$ cat src/rtl/xcvr_pll_lock_seq.sv
// TX PLL lock sequencer: synchronises and debounces PLL lock, then releases lane resets.
// Define XCVR_PLL_SEQ_RELOCK_CNT_EN to build the saturating relock counter.
module xcvr_pll_lock_seq #(
  parameter int unsigned DEBOUNCE_CYC = 1024,
  parameter int unsigned RELEASE_DLY  = 64,
  parameter int unsigned LOCK_TIMEOUT = 1000000,
  parameter int unsigned CNT_W        = 8
) (
  input  logic             i_clk,
  input  logic             i_reset,
  input  logic             i_enable,
  input  logic             i_restart,
  input  logic             i_pll_lock,
  output logic             o_lane_rst_n,
  output logic             o_ready,
  output logic             o_lock_lost,
  output logic             o_fault,
  output logic [CNT_W-1:0] o_relock_cnt,
  output logic [2:0]       o_state
);

  localparam int unsigned DEB_W = (DEBOUNCE_CYC > 1) ? $clog2(DEBOUNCE_CYC) : 1;
  localparam int unsigned REL_W = (RELEASE_DLY  > 1) ? $clog2(RELEASE_DLY)  : 1;
  localparam int unsigned TMO_W = (LOCK_TIMEOUT > 1) ? $clog2(LOCK_TIMEOUT) : 1;
  localparam logic [DEB_W-1:0] DEB_LAST = DEB_W'(DEBOUNCE_CYC - 1);
  localparam logic [REL_W-1:0] REL_LAST = REL_W'(RELEASE_DLY - 1);
  localparam logic [TMO_W-1:0] TMO_LAST = TMO_W'(LOCK_TIMEOUT - 1);

  typedef enum logic [2:0] {
    S_IDLE      = 3'd0,
    S_WAIT_LOCK = 3'd1,
    S_DEBOUNCE  = 3'd2,
    S_RELEASE   = 3'd3,
    S_READY     = 3'd4,
    S_FAULT     = 3'd5
  } state_t;

  logic [1:0]       r_sync;
  logic             w_lock_s;
  state_t           r_state, w_state_nxt;
  logic [DEB_W-1:0] r_deb_cnt, w_deb_nxt;
  logic [REL_W-1:0] r_rel_cnt, w_rel_nxt;
  logic [TMO_W-1:0] r_tmo_cnt, w_tmo_nxt;
  logic             r_lock_lost, w_lock_lost_nxt;
  logic             r_fault, w_fault_nxt;
  logic             r_lane_rst_n, r_ready;

  assign w_lock_s = r_sync[1];

  always_comb begin
    // NOTE: every comb output gets a default first so no path can infer a latch.
    w_state_nxt     = r_state;
    w_deb_nxt       = r_deb_cnt;
    w_rel_nxt       = r_rel_cnt;
    w_tmo_nxt       = r_tmo_cnt;
    w_lock_lost_nxt = r_lock_lost;
    w_fault_nxt     = r_fault;
    if (!i_enable) begin
      w_state_nxt = S_IDLE;
      w_deb_nxt   = '0;
      w_rel_nxt   = '0;
      w_tmo_nxt   = '0;
    end else if (i_restart && (r_state != S_IDLE)) begin
      w_state_nxt     = S_WAIT_LOCK;
      w_deb_nxt       = '0;
      w_rel_nxt       = '0;
      w_tmo_nxt       = '0;
      w_lock_lost_nxt = 1'b0;
      w_fault_nxt     = 1'b0;
    end else begin
      unique case (r_state)
        S_IDLE: begin
          w_state_nxt = S_WAIT_LOCK;
          w_tmo_nxt   = '0;
        end
        S_WAIT_LOCK, S_DEBOUNCE: begin
          // Timeout is checked first so it beats a same-cycle lane release.
          if (r_tmo_cnt == TMO_LAST) begin
            w_state_nxt = S_FAULT;
            w_fault_nxt = 1'b1;
          end else begin
            w_tmo_nxt = r_tmo_cnt + TMO_W'(1);
            if (r_state == S_WAIT_LOCK) begin
              if (w_lock_s) begin
                w_state_nxt = S_DEBOUNCE;
                w_deb_nxt   = '0;
              end
            end else if (!w_lock_s) begin
              w_state_nxt = S_WAIT_LOCK;
            end else if (r_deb_cnt == DEB_LAST) begin
              w_state_nxt = S_RELEASE;
              w_rel_nxt   = '0;
            end else begin
              w_deb_nxt = r_deb_cnt + DEB_W'(1);
            end
          end
        end
        S_RELEASE: begin
          if (!w_lock_s) begin
            w_state_nxt = S_WAIT_LOCK;
            w_tmo_nxt   = '0;
          end else if (r_rel_cnt == REL_LAST) begin
            w_state_nxt = S_READY;
          end else begin
            w_rel_nxt = r_rel_cnt + REL_W'(1);
          end
        end
        S_READY: begin
          if (!w_lock_s) begin
            w_state_nxt     = S_WAIT_LOCK;
            w_tmo_nxt       = '0;
            w_lock_lost_nxt = 1'b1;
          end
        end
        S_FAULT: w_state_nxt = S_FAULT;
        default: w_state_nxt = S_IDLE;
      endcase
    end
  end

  always_ff @(posedge i_clk) begin
    if (i_reset) begin
      r_sync       <= '0;
      r_state      <= S_IDLE;
      r_deb_cnt    <= '0;
      r_rel_cnt    <= '0;
      r_tmo_cnt    <= '0;
      r_lock_lost  <= 1'b0;
      r_fault      <= 1'b0;
      r_lane_rst_n <= 1'b0;
      r_ready      <= 1'b0;
    end else begin
      r_sync       <= {r_sync[0], i_pll_lock};
      r_state      <= w_state_nxt;
      r_deb_cnt    <= w_deb_nxt;
      r_rel_cnt    <= w_rel_nxt;
      r_tmo_cnt    <= w_tmo_nxt;
      r_lock_lost  <= w_lock_lost_nxt;
      r_fault      <= w_fault_nxt;
      r_lane_rst_n <= (w_state_nxt == S_RELEASE) || (w_state_nxt == S_READY);
      r_ready      <= (w_state_nxt == S_READY);
    end
  end

`ifdef XCVR_PLL_SEQ_RELOCK_CNT_EN
  logic [CNT_W-1:0] r_relock_cnt;
  logic             w_relock_clr, w_relock_inc;

  assign w_relock_clr = i_enable && i_restart && (r_state != S_IDLE);
  assign w_relock_inc = i_enable && !w_relock_clr && (r_state == S_READY) && !w_lock_s;

  always_ff @(posedge i_clk) begin
    if (i_reset || w_relock_clr) begin
      r_relock_cnt <= '0;
    end else if (w_relock_inc && (r_relock_cnt != '1)) begin
      r_relock_cnt <= r_relock_cnt + CNT_W'(1);
    end
  end

  assign o_relock_cnt = r_relock_cnt;
`else
  assign o_relock_cnt = '0;
`endif

  assign o_lane_rst_n = r_lane_rst_n;
  assign o_ready      = r_ready;
  assign o_lock_lost  = r_lock_lost;
  assign o_fault      = r_fault;
  assign o_state      = r_state;

endmodule

$ cat config.mk
export PLATFORM = sky130hd
export DESIGN_NAME = xcvr_pll_lock_seq
export DESIGN_NICKNAME = d
export VERILOG_FILES = /design/src/rtl/xcvr_pll_lock_seq.sv
export SDC_FILE = /design/constraint.sdc
export NUM_CORES = 1
export LEC_CHECK = 0
export ABC_AREA = 0
export BUFFER_PORTS_ARGS = -buffer_cell sky130_fd_sc_hd__buf_2
export CAP_MARGIN = 30
export CORE_MARGIN = 2
export CORE_UTILIZATION = 55
export DETAILED_ROUTE_END_ITERATION = 10
export GPL_TIMING_DRIVEN = 0
export MAX_ROUTING_LAYER = met4
export PLACE_DENSITY_LB_ADDON = 0.3
export SLEW_MARGIN = 10
export SYNTH_ARGS = -nofsm -noshare
export SYNTH_HDL_FRONTEND = slang
export SYNTH_SLANG_ARGS = --single-unit
$ cat constraint.sdc
create_clock -name i_clk -period 2.3 [get_ports i_clk]
set_input_delay 0.345 -clock i_clk [delete_from_list [all_inputs] [get_ports i_clk]]
set_output_delay 0.345 -clock i_clk [all_outputs]
set_load 0.01 [all_outputs]
==> run summary <==
The final route contains 2007 vias. The count of distinct cell types in the synthesized netlist was 50; the I/O pin count was 20. The number of antenna repair diodes is 0, and the antenna violation net count after detailed routing is 0. Type of the tightest min-delay check: in2reg.

In the synthesized netlist the dominant register cell turns out to be dfxtp_1. In the routed layout, each cell is associated on average with a via count of 5.59. For the final database, setup skew stands at 8.69 ps.

The initial antenna violation count was 0; the number of max-cap violations was 0. The top-area cell type share of the netlist area was 0.382. TritonCTS built the clock tree.

The largest total area in the synthesized netlist belongs to dfxtp_1. The congestion estimate from routability-driven global placement came to 0.851. At the later pin of the worst-skew pair, clock insertion delay measures 310 ps. The headroom to the max-slew limit is 0.604, and the wire length of the first global-routing pass is 8170 um.

The maximum fanout encountered on the critical timing path is 10, and the all-layer global routing usage is 0.213. The tools report the H-tree depth reported by CTS as 2. Entering global routing, the biggest net connects 16 pins. Yosys mapped a number of flops with a built-in enable equal to 0. For the worst setup path, the data required time is 2500 ps.

Wires add up to 4730 um. After clock tree synthesis, the clock-pin slew on the worst setup and hold paths is 90 ps. For the worst setup path, the data arrival time is 2400 ps. The number of pins exceeding their max-slew limit in the final report was 0; the flip-flop and latch count after synthesis was 45.

OpenSTA, run right after detailed placement, puts the worst setup slack at -62.5 ps. Row generation in the floorplan step produced 23 rows. Ranked by instance count, the synthesized netlist is headed by dfxtp_1, nor2_1, nand2_1, xor2_1, nand3_1. From bottom edge to top edge, the die measures 69.5 um. In the final routed layout, each cell accounts on average for 13.2 um. Derived from the worst setup path, the maximum achievable clock frequency is 454 MHz. Measured along the x axis, the die boundary spans 69.5 um. IR analysis of the VDD net gives a maximum drop of 0.353 mV.

The number of cells after detailed placement is 350. Ratio of final minimum period to clock period: 0.957. The buffer type at the clock tree root was clkbuf_8.

For the fraction of the yosys area taken by sequential cells, the log shows 0.382. Setup violations remaining at the end of the flow were counted as 0. The share of flip-flops with an asynchronous set or reset is 0, and the clock sink count is 45. The fraction of layout instances using a drive strength above 1 is 0.146.

The area of the core region is 4060 um^2. Sorting the synthesized cells by area gives the leading types as dfxtp_1, nor2_1, xor2_1. Before antenna repair, the detailed router went through 4 iterations. In this run the static leakage power is 0.926 nW. For this run, the number of Yosys warnings is 0. In the final timing run, aggregate negative setup slack is 0 ps. Setup repair after global routing could not meet its margin everywhere. After legalization and detailed placement, the total HPWL measured 3400 um. The total of hold buffers inserted after clock tree synthesis was 0; the final worst-path setup slack was 99.6 ps. In the post-synthesis netlist, the cell with the most instances is dfxtp_1. In this run the power density over the cells is 515 nW/um^2. The flow ran to the end, and the final reports show no timing, DRC or antenna violations. In this run the cell area of the synthesized design comes to 2360 um^2. The tools report the critical path capture point type as a flip-flop. The count of buffers added on input and output ports is 11.

The die covers 4830 um^2. The finished layout holds 359 standard cells, fillers aside. The worst setup path is launched from a flip-flop. In the routed design, unresolved DRC markers number 0. After global routing the overflow that remains totals 0.

In the synthesized netlist, the number of instances is 282. The clock period could shrink to 2200 ps. Kind of critical path: reg2reg.

The number of buffers on the longest clock path is 2. The tools report the via count of the first global-routing pass as 1855. The actual transition at the worst max-transition pin came out at 586 ps. The number of nets at the end of the flow is 316, and the total count of hold-check failures in the final report is 0. The first routing iteration left 150 violations. The initial cell density of the core was 0.581; the area overhead of the layout relative to synthesis was 11.1%. In this run, CTS created clock tree buffers numbering 5.

The average footprint of a synthesized cell came out at 8.36 um^2.
[cells in the final DEF, fill, tap and decap left out, types with 9 or more instances in the layout]
master   synthesis  routed
nand3_1         15      15
buf_4            8      10
a21oi_1         12      11
xor2_1          16      16
o21ai_0         10      10
nand4_1         12      12
nand2_1         20      19
xnor2_1         10      10
buf_2            2      13
dfxtp_1         45      45
inv_1            9       9
nor2_1          39      39
[path summary, 6_finish.rpt]
check                           cells after the start     startpoint  slack [ps]           end
worst max-delay path                                6  r_tmo_cnt[14]         100  o_lane_rst_n
worst min-delay path                                2     i_pll_lock         250     r_sync[0]
worst max register to register                      6  r_tmo_cnt[14]         100  o_lane_rst_n
worst min register to register                      1      r_sync[0]         450     r_sync[1]
[layout make-up]
type                    instances  area, um^2
plain buffers                  17        97.6
clock buffers                   5        68.8
clock inverters                 3        21.3
fillers                       354        1440
inverters                       9        33.8
multi-input cells             217        1370
flip-flops and latches         45         901
well taps                      50        62.6
repair buffers                 13        70.1
[logic make-up after synthesis]
family | after synthesis | share of synthesized area
compound gates | 44 | 0.131
xor+xnor | 26 | 0.0965
fa+ha+maj | 3 | 0.0159
buf+inv | 27 | 0.0568
flops | 45 | 0.382
mux | 1 | 0.00636
other cells | 1 | 0.00159
simple gates | 135 | 0.310
[per-stage QoR]
stage          power, mW  area [um^2]  hold WS [ps]   util
3_5_place_dp       0.868         2500           428  0.617
5_1_grt             1.40         2620           259  0.646
3_3_place_gp       0.867         2500           418  0.617
4_1_cts             1.37         2600           236  0.640
2_1_floorplan      0.851         2380           414      -
6_report            1.35         2620           248  0.646
[critical path, stage by stage, from the launching register on]
cell	delay [ps]
dfxtp_1	380
or4bb_1	550
nor4_4	310
a221oi_4	190
a21oi_4	200
o221ai_2	140
mux2_4	320
[layer usage]
layer  share of wire  wire (um)  global-route usage
met5               0          0                   -
met3           0.045        212              0.0494
met4           0.019         92              0.0980
met1            0.48       2290               0.274
met2            0.45       2140               0.318
[report_power, final]
part	switching, mW	total, mW	internal, mW
combinational	0.0427	0.0678	0.0251
clock	0.283	0.498	0.216
sequential	0.00193	0.784	0.782
[registers in the layout, summed over array words and instances, names as in the netlist]
signal	count
r_sync	2
o_ready	1
o_lane_rst_n	1
o_state	3
r_tmo_cnt	20
o_fault	1
r_rel_cnt	6
r_deb_cnt	10
o_lock_lost	1
[repair_timing]
| item | in CTS | in global routing |
|---|---|---|
| pin swaps | 0 | 4 |
| setup buffers | 0 | 2 |
| gates resized for setup | 1 | 6 |
| endpoints found under the setup margin | 15 | 23 |
No activity file was read; power rests on OpenSTA's default activity.
